===== src/rtl/traffic_pkg.sv =====
// Shared encodings for the traffic phase sequencer: FSM state codes,
// light codes driven on the street outputs, and street identifiers used
// to remember which street held green most recently.
package traffic_pkg;

    typedef enum logic [2:0] {
        S_AG   = 3'd0,
        S_AY   = 3'd1,
        S_AR   = 3'd2,
        S_BG   = 3'd3,
        S_BY   = 3'd4,
        S_BR   = 3'd5,
        S_WALK = 3'd6
    } state_t;

    localparam logic [1:0] LIGHT_RED    = 2'd0;
    localparam logic [1:0] LIGHT_YELLOW = 2'd1;
    localparam logic [1:0] LIGHT_GREEN  = 2'd2;

    localparam logic STREET_A = 1'b0;
    localparam logic STREET_B = 1'b1;

endpackage


===== src/rtl/phase_timer.sv =====
// Dwell counter for one phase: clears on phase change, counts while not held,
// optionally saturates at target-1. o_expired flags cnt == target-1.
// Ports: i_clk/i_rst, i_clear, i_hold, i_target, i_saturate -> o_cnt, o_expired.
module phase_timer #(
    parameter int CNT_W = 8
) (
    input  logic             i_clk,
    input  logic             i_rst,
    input  logic             i_clear,
    input  logic             i_hold,
    input  logic [CNT_W-1:0] i_target,
    input  logic             i_saturate,
    output logic [CNT_W-1:0] o_cnt,
    output logic             o_expired
);

    logic [CNT_W-1:0] cnt_q, cnt_d;

    assign o_cnt     = cnt_q;
    assign o_expired = (cnt_q == (i_target - CNT_W'(1)));

    always_comb begin
        cnt_d = cnt_q;
        if (i_clear) begin
            cnt_d = '0;
        end else if (!i_hold && !(i_saturate && o_expired)) begin
            cnt_d = cnt_q + CNT_W'(1);
        end
    end

    always_ff @(posedge i_clk or posedge i_rst) begin
        if (i_rst) begin
            cnt_q <= '0;
        end else begin
            cnt_q <= cnt_d;
        end
    end

endmodule


===== src/rtl/traffic_phase_sequencer.sv =====
// Two-street intersection phase controller with one pedestrian crossing.
// Dwell timing is internal; lights/walk decode from the state register and
// o_phase_done pulses in the first cycle of each new state.
// Ports: i_clk, i_rst (async high), i_car_a/b, i_ped_req, i_hold ->
//        o_l_a, o_l_b, o_walk, o_ped_pending, o_state, o_phase_done.
module traffic_phase_sequencer
    import traffic_pkg::*;
#(
    parameter int CNT_W       = 8,
    parameter int T_GREEN_MIN = 10,
    parameter int T_GREEN_MAX = 30,
    parameter int T_YELLOW    = 3,
    parameter int T_ALLRED    = 1,
    parameter int T_WALK      = 8
) (
    input  logic       i_clk,
    input  logic       i_rst,
    input  logic       i_car_a,
    input  logic       i_car_b,
    input  logic       i_ped_req,
    input  logic       i_hold,
    output logic [1:0] o_l_a,
    output logic [1:0] o_l_b,
    output logic       o_walk,
    output logic       o_ped_pending,
    output logic [2:0] o_state,
    output logic       o_phase_done
);

    localparam logic [CNT_W-1:0] GMIN_M1 = CNT_W'(T_GREEN_MIN - 1);

    state_t           state_q, state_d;
    logic             ped_q, ped_d;
    logic             last_green_q, last_green_d;
    logic             phase_done_q;
    logic             state_change;
    logic [CNT_W-1:0] tgt;
    logic             sat;
    logic [CNT_W-1:0] cnt;
    logic             expired;

    // Greens run against the max-dwell target and saturate there, so
    // "expired" in a green state means the max-green limit has been reached.
    always_comb begin
        tgt = CNT_W'(T_GREEN_MAX);
        sat = 1'b0;
        unique case (state_q)
            S_AG, S_BG: begin tgt = CNT_W'(T_GREEN_MAX); sat = 1'b1; end
            S_AY, S_BY: tgt = CNT_W'(T_YELLOW);
            S_AR, S_BR: tgt = CNT_W'(T_ALLRED);
            S_WALK:     tgt = CNT_W'(T_WALK);
            default:    tgt = CNT_W'(T_GREEN_MAX);
        endcase
    end

    phase_timer #(.CNT_W(CNT_W)) u_timer (
        .i_clk      (i_clk),
        .i_rst      (i_rst),
        .i_clear    (state_change),
        .i_hold     (i_hold),
        .i_target   (tgt),
        .i_saturate (sat),
        .o_cnt      (cnt),
        .o_expired  (expired)
    );

    always_comb begin
        state_d      = state_q;
        last_green_d = last_green_q;
        case (state_q)
            S_AG: if (!i_hold && cnt >= GMIN_M1 &&
                      (ped_q || (i_car_b && (!i_car_a || expired)))) begin
                state_d      = S_AY;
                last_green_d = STREET_A;
            end
            S_BG: if (!i_hold && cnt >= GMIN_M1 &&
                      (ped_q || (i_car_a && (!i_car_b || expired)))) begin
                state_d      = S_BY;
                last_green_d = STREET_B;
            end
            S_AY:   if (!i_hold && expired) state_d = S_AR;
            S_BY:   if (!i_hold && expired) state_d = S_BR;
            S_AR:   if (!i_hold && expired) state_d = ped_q ? S_WALK : S_BG;
            S_BR:   if (!i_hold && expired) state_d = ped_q ? S_WALK : S_AG;
            S_WALK: if (!i_hold && expired)
                state_d = (last_green_q == STREET_A) ? S_BG : S_AG;
            default: state_d = S_AG;  // illegal encoding recovers immediately
        endcase
    end

    assign state_change = (state_d != state_q);

    // Entering WALK consumes the request; a press in that same cycle is absorbed.
    always_comb begin
        ped_d = ped_q;
        if (state_d == S_WALK && state_q != S_WALK) begin
            ped_d = 1'b0;
        end else if (state_q != S_WALK && i_ped_req) begin
            ped_d = 1'b1;
        end
    end

    always_ff @(posedge i_clk or posedge i_rst) begin
        if (i_rst) begin
            state_q      <= S_AG;
            ped_q        <= 1'b0;
            last_green_q <= STREET_A;
            phase_done_q <= 1'b0;
        end else begin
            state_q      <= state_d;
            ped_q        <= ped_d;
            last_green_q <= last_green_d;
            phase_done_q <= state_change;
        end
    end

    assign o_l_a         = (state_q == S_AG) ? LIGHT_GREEN :
                           (state_q == S_AY) ? LIGHT_YELLOW : LIGHT_RED;
    assign o_l_b         = (state_q == S_BG) ? LIGHT_GREEN :
                           (state_q == S_BY) ? LIGHT_YELLOW : LIGHT_RED;
    assign o_walk        = (state_q == S_WALK);
    assign o_ped_pending = ped_q;
    assign o_state       = state_q;
    assign o_phase_done  = phase_done_q;

endmodule


===== config.mk =====
export PLATFORM = sky130hd
export DESIGN_NAME = traffic_phase_sequencer
export DESIGN_NICKNAME = d
export VERILOG_FILES = /design/src/rtl/traffic_pkg.sv /design/src/rtl/phase_timer.sv /design/src/rtl/traffic_phase_sequencer.sv
export SDC_FILE = /design/constraint.sdc
export NUM_CORES = 1
export LEC_CHECK = 0
export ABC_AREA = 0
export CAP_MARGIN = 20
export CELL_PAD_IN_SITES_DETAIL_PLACEMENT = 0
export CELL_PAD_IN_SITES_GLOBAL_PLACEMENT = 1
export CORE_MARGIN = 2
export CORE_UTILIZATION = 47
export CTS_BUF_LIST = sky130_fd_sc_hd__clkbuf_8
export DETAILED_ROUTE_END_ITERATION = 12
export PLACE_DENSITY = 0.95
export REMOVE_ABC_BUFFERS = 1
export SLEW_MARGIN = 20
export SYNTH_ARGS = -nofsm -noshare
export SYNTH_HDL_FRONTEND = slang
export SYNTH_SLANG_ARGS = --single-unit

===== constraint.sdc =====
create_clock -name i_clk -period 5.1 [get_ports i_clk]
set_input_delay 0.51 -clock i_clk [delete_from_list [all_inputs] [get_ports i_clk]]
set_output_delay 0.51 -clock i_clk [all_outputs]
set_load 0.005 [all_outputs]

==> summary.md <==
| Metric | Value |
|---|---|
| Startpoint types | flop |
| Setup crit start | o_state[1] |
| Mux contribution to synthesized area | 0.00791 |
| Worst-Margin Slew | 0.649 ns |
| Synth cell types | 54 |
| Adder-Cell Fraction of Synth Area | 0.0573 |
| Clock group share of total power | 0.138 |
| First-pass GRT wire length | 4.84 mm |
| WHS Path Cells | 2 |
| Seq pwr share | 0.294 |
| DP Wirelength | 2.15 mm |
| Status | complete, no violations |
| CP Capture Type | flop |
| Clock sink total | 14 |
| Area occupied by multi-input gates | 817 um^2 |
| Finished Cell Area | 1460 um^2 |
| Gr ovfl total | 0 |
| Clock root buffer | clkbuf_8 |
| Largest net degree at the start of global routing | 18 |
| Cell with the most instances after synthesis | dfrtp_1 |
| Layout cells sized above 1 | 0.122 |
| Row cnt | 18 |
| Number of global-route vias before repair | 1088 |
| Minimum clock period | 3.76 ns |
| Slowest Stage Delay on Critical Path | 0.54 ns |
| RSZ-0062 raised after global routing | no |
| Setup_tns | 0 ns |
| I/O pin total | 16 |
| CTS tree | done |
| Fin. Hold Viols | 0 |
| Critical path, cell by cell | or3_4 > inv_2 > or2_2 > inv_1 > ha_1 > xor2_1 > a221oi_4 > xor2_2 > nor4_2 > a41oi_1 > and4_1 > or3_1 |
| Worst reg2reg startpoint | o_state[1] |
| Max Fclk | 0.266 GHz |
| P&R area growth vs syn | 15.5% |
| Max Buffers Root-to-Sink | 2 |
| DIE WIDTH | 55.9 um |
| XOR/XNOR Fraction of Synth Area | 0.0860 |
| Post-Synth Simple-Gate Area | 0.235 |
| CTS Buf Count | 3 |
| Fill cell count | 232 |
| Seq/Total Area, Yosys | 0.277 |
| Sw Pwr | 357 uW |
| Placement Cell Area | 1410 um^2 |
| Synth Area in Compound Gates | 0.259 |
| Number of antenna violations at the first check in global routing | 0 |
| Clock Latency Late Sink | 0.24 ns |
| Worst min path class | reg2reg |
| DRT iter0 DRCs | 19 |
| Setup Buffers After CTS | 0 |
| Die ar. | 3130 um^2 |
| Initial Util | 0.502 |
| GRT Util Overall | 0.192 |
| First-pass iteration count of the detailed router | 4 |
| IO buf count | 15 |
| Rel. slew slack | 0.563 |
| H-tree levels | 1 |
| Post-CTS resize count | 0 |
| Setup Skew | 0.00183 ns |
| Setup CP Type | reg2reg |
| Vias per inst | 6.20 |
| Total wire length | 2.83 mm |
| CP Data Required Time | 5.22 ns |
| PD cells | 531 nW/um^2 |
| Mapped cell area | 1270 um^2 |
| Gate Count Post-Synth | 137 |
| Post-synthesis average cell area | 9.24 um^2 |
| Hold Startpoint | u_timer.o_cnt[7] |
| Critical path arrival | 3.89 ns |
| VDD IR-drop max | 0.340 mV |
| Pins Over Slew Limit | 0 |
| Top cell type's share of synthesized area | 0.277 |
| Number of synthesized flops with an enable pin | 0 |
| Routability cong. | 0.882 |
| Async SR Flop Fraction | 1.00 |
| Power share of the combinational group | 0.568 |
| Most used flip-flop cell after synthesis | dfrtp_1 |
| Top post-synthesis cells by area | dfrtp_1, ha_1, inv_1, nor4_1, xnor2_1 |
| Routed WL per cell | 16.0 um |
| Storage cell area | 350 um^2 |
| Max-Cap Viols | 0 |
| Synth area leader | dfrtp_1 |
| Critical-path top delay cell | dfrtp_1 |
| Worst-case reg-to-reg path depth | 12 |
| Crit share post-route | 0.738 |
| DRT antenna net count | 0 |
| Cts hold-fix bufs | 0 |
| Setup Viol. Count Final | 0 |
| Leakage | 0.000617 uW |
| Crit-path max FO | 14 |
| Dominant combinational cell family by area after synthesis | compound AO/OA/AOI/OAI gates |
| Area of the core | 2520 um^2 |
| Internal Power | 420 uW |
| Remaining routing DRC violations | 0 |
| Switch share | 0.460 |
| Die Ht | 55.9 um |
| DR vias | 1097 |
| CTS clk-pin slew, worst paths | 0.06 ns |
| Synth warnings | 0 |
| Post-synth top cells | dfrtp_1, inv_1, nand2_1, nor4_1 |
| Register bit count reported by yosys | 14 |
| Fin nets | 159 |
| # diodes | 0 |
-- layout by cell type, fill, tap and decap left out, types with 2 or more instances in the layout --
| cell | count |
|---|---|
| nor2b_1 | 3 |
| clkdlybuf4s50_1 | 15 |
| a2111oi_0 | 4 |
| a31oi_1 | 3 |
| ha_1 | 5 |
| a21oi_1 | 4 |
| xnor2_1 | 5 |
| nand2_1 | 7 |
| xor2_1 | 3 |
| o211a_1 | 3 |
| nand2b_1 | 3 |
| a41oi_1 | 2 |
| dfrtp_1 | 14 |
| nor2_1 | 5 |
| o31a_1 | 2 |
| nor4_1 | 7 |
| nand4_1 | 3 |
| nand3_1 | 2 |
| nor3b_1 | 2 |
| o21a_1 | 2 |
| or3_1 | 4 |
| inv_1 | 13 |
| clkbuf_8 | 4 |
| o21ai_0 | 4 |
-- registers in the layout (all words and copies together), names as in the netlist --
signal,count
last_green_q,1
o_ped_pending,1
o_phase_done,1
o_state,3
u_timer.o_cnt,8
-- final timing paths --
path                                    endpoint  slack (ns)
worst min-delay path            u_timer.o_cnt[7]        0.58
worst min register to register  u_timer.o_cnt[7]        0.58
worst max-delay path                o_phase_done        1.34
max in group asynchronous       u_timer.o_cnt[7]        4.15
min in group asynchronous       u_timer.o_cnt[6]        0.60
worst max register to register      o_phase_done        1.34
-- critical path, delay by kind of cell (launching register included) --
family	cells	cell delay, ns
adders and majority gates	1	0.20
xor gates and xnor gates	2	0.32
and+or+nand+nor	5	1.83
DFF	1	0.54
buffers and inverters	2	0.14
AOI/OAI and AO/OA	2	0.61
-- through the flow --
| stage | power (uW) | std cells | setup slack (ns) | utilization | hold slack, ns |
|---|---|---|---|---|---|
| 6_report | 777 | 177 | 1.34 | 0.580 | 0.578 |
| 5_1_grt | 836 | 177 | 1.05 | 0.580 | 0.615 |
| 4_1_cts | 779 | 177 | 1.34 | 0.580 | 0.581 |
| 3_5_place_dp | 668 | 173 | 1.33 | 0.558 | 0.577 |
| 3_3_place_gp | 659 | 173 | 1.46 | 0.558 | 0.566 |
| 2_1_floorplan | 551 | 128 | 1.62 | - | 0.399 |
-- final cells by class --
type / count / area share
multi-input cells: 100 / 0.559
flip-flops and latches: 14 / 0.240
clock buffers: 4 / 0.0376
repair buffers: 15 / 0.103
inverters: 14 / 0.0359
well taps: 30 / 0.0257
-- metal layers --
layer | GRT usage | part of all wire | vias up | wire (um)
li1 | - | - | 530 | -
met1 | 0.256 | 0.46 | 523 | 1300
met2 | 0.311 | 0.46 | 39 | 1310
met3 | 0.0302 | 0.061 | 5 | 172
met4 | 0.0782 | 0.012 | 0 | 34
met5 | 0 | 0 | - | 0
-- power by group through the flow --
stage | registers [uW] | logic (uW) | clock network [uW]
floorplan | 208 | 343 | 0
CTS | 228 | 442 | 110
global placement | 229 | 429 | 0
finish | 228 | 441 | 107
detailed placement | 230 | 438 | 0
global route | 238 | 483 | 115
-- logic make-up (layout without fill, tap and decap cells) --
family,count (synthesis),count (layout)
compound gates,37,37
xor+xnor,10,10
fa+ha+maj,6,6
buf+inv,23,33
flops,14,14
mux,1,1
simple gates,46,46
(Power assumes the default switching activity.)
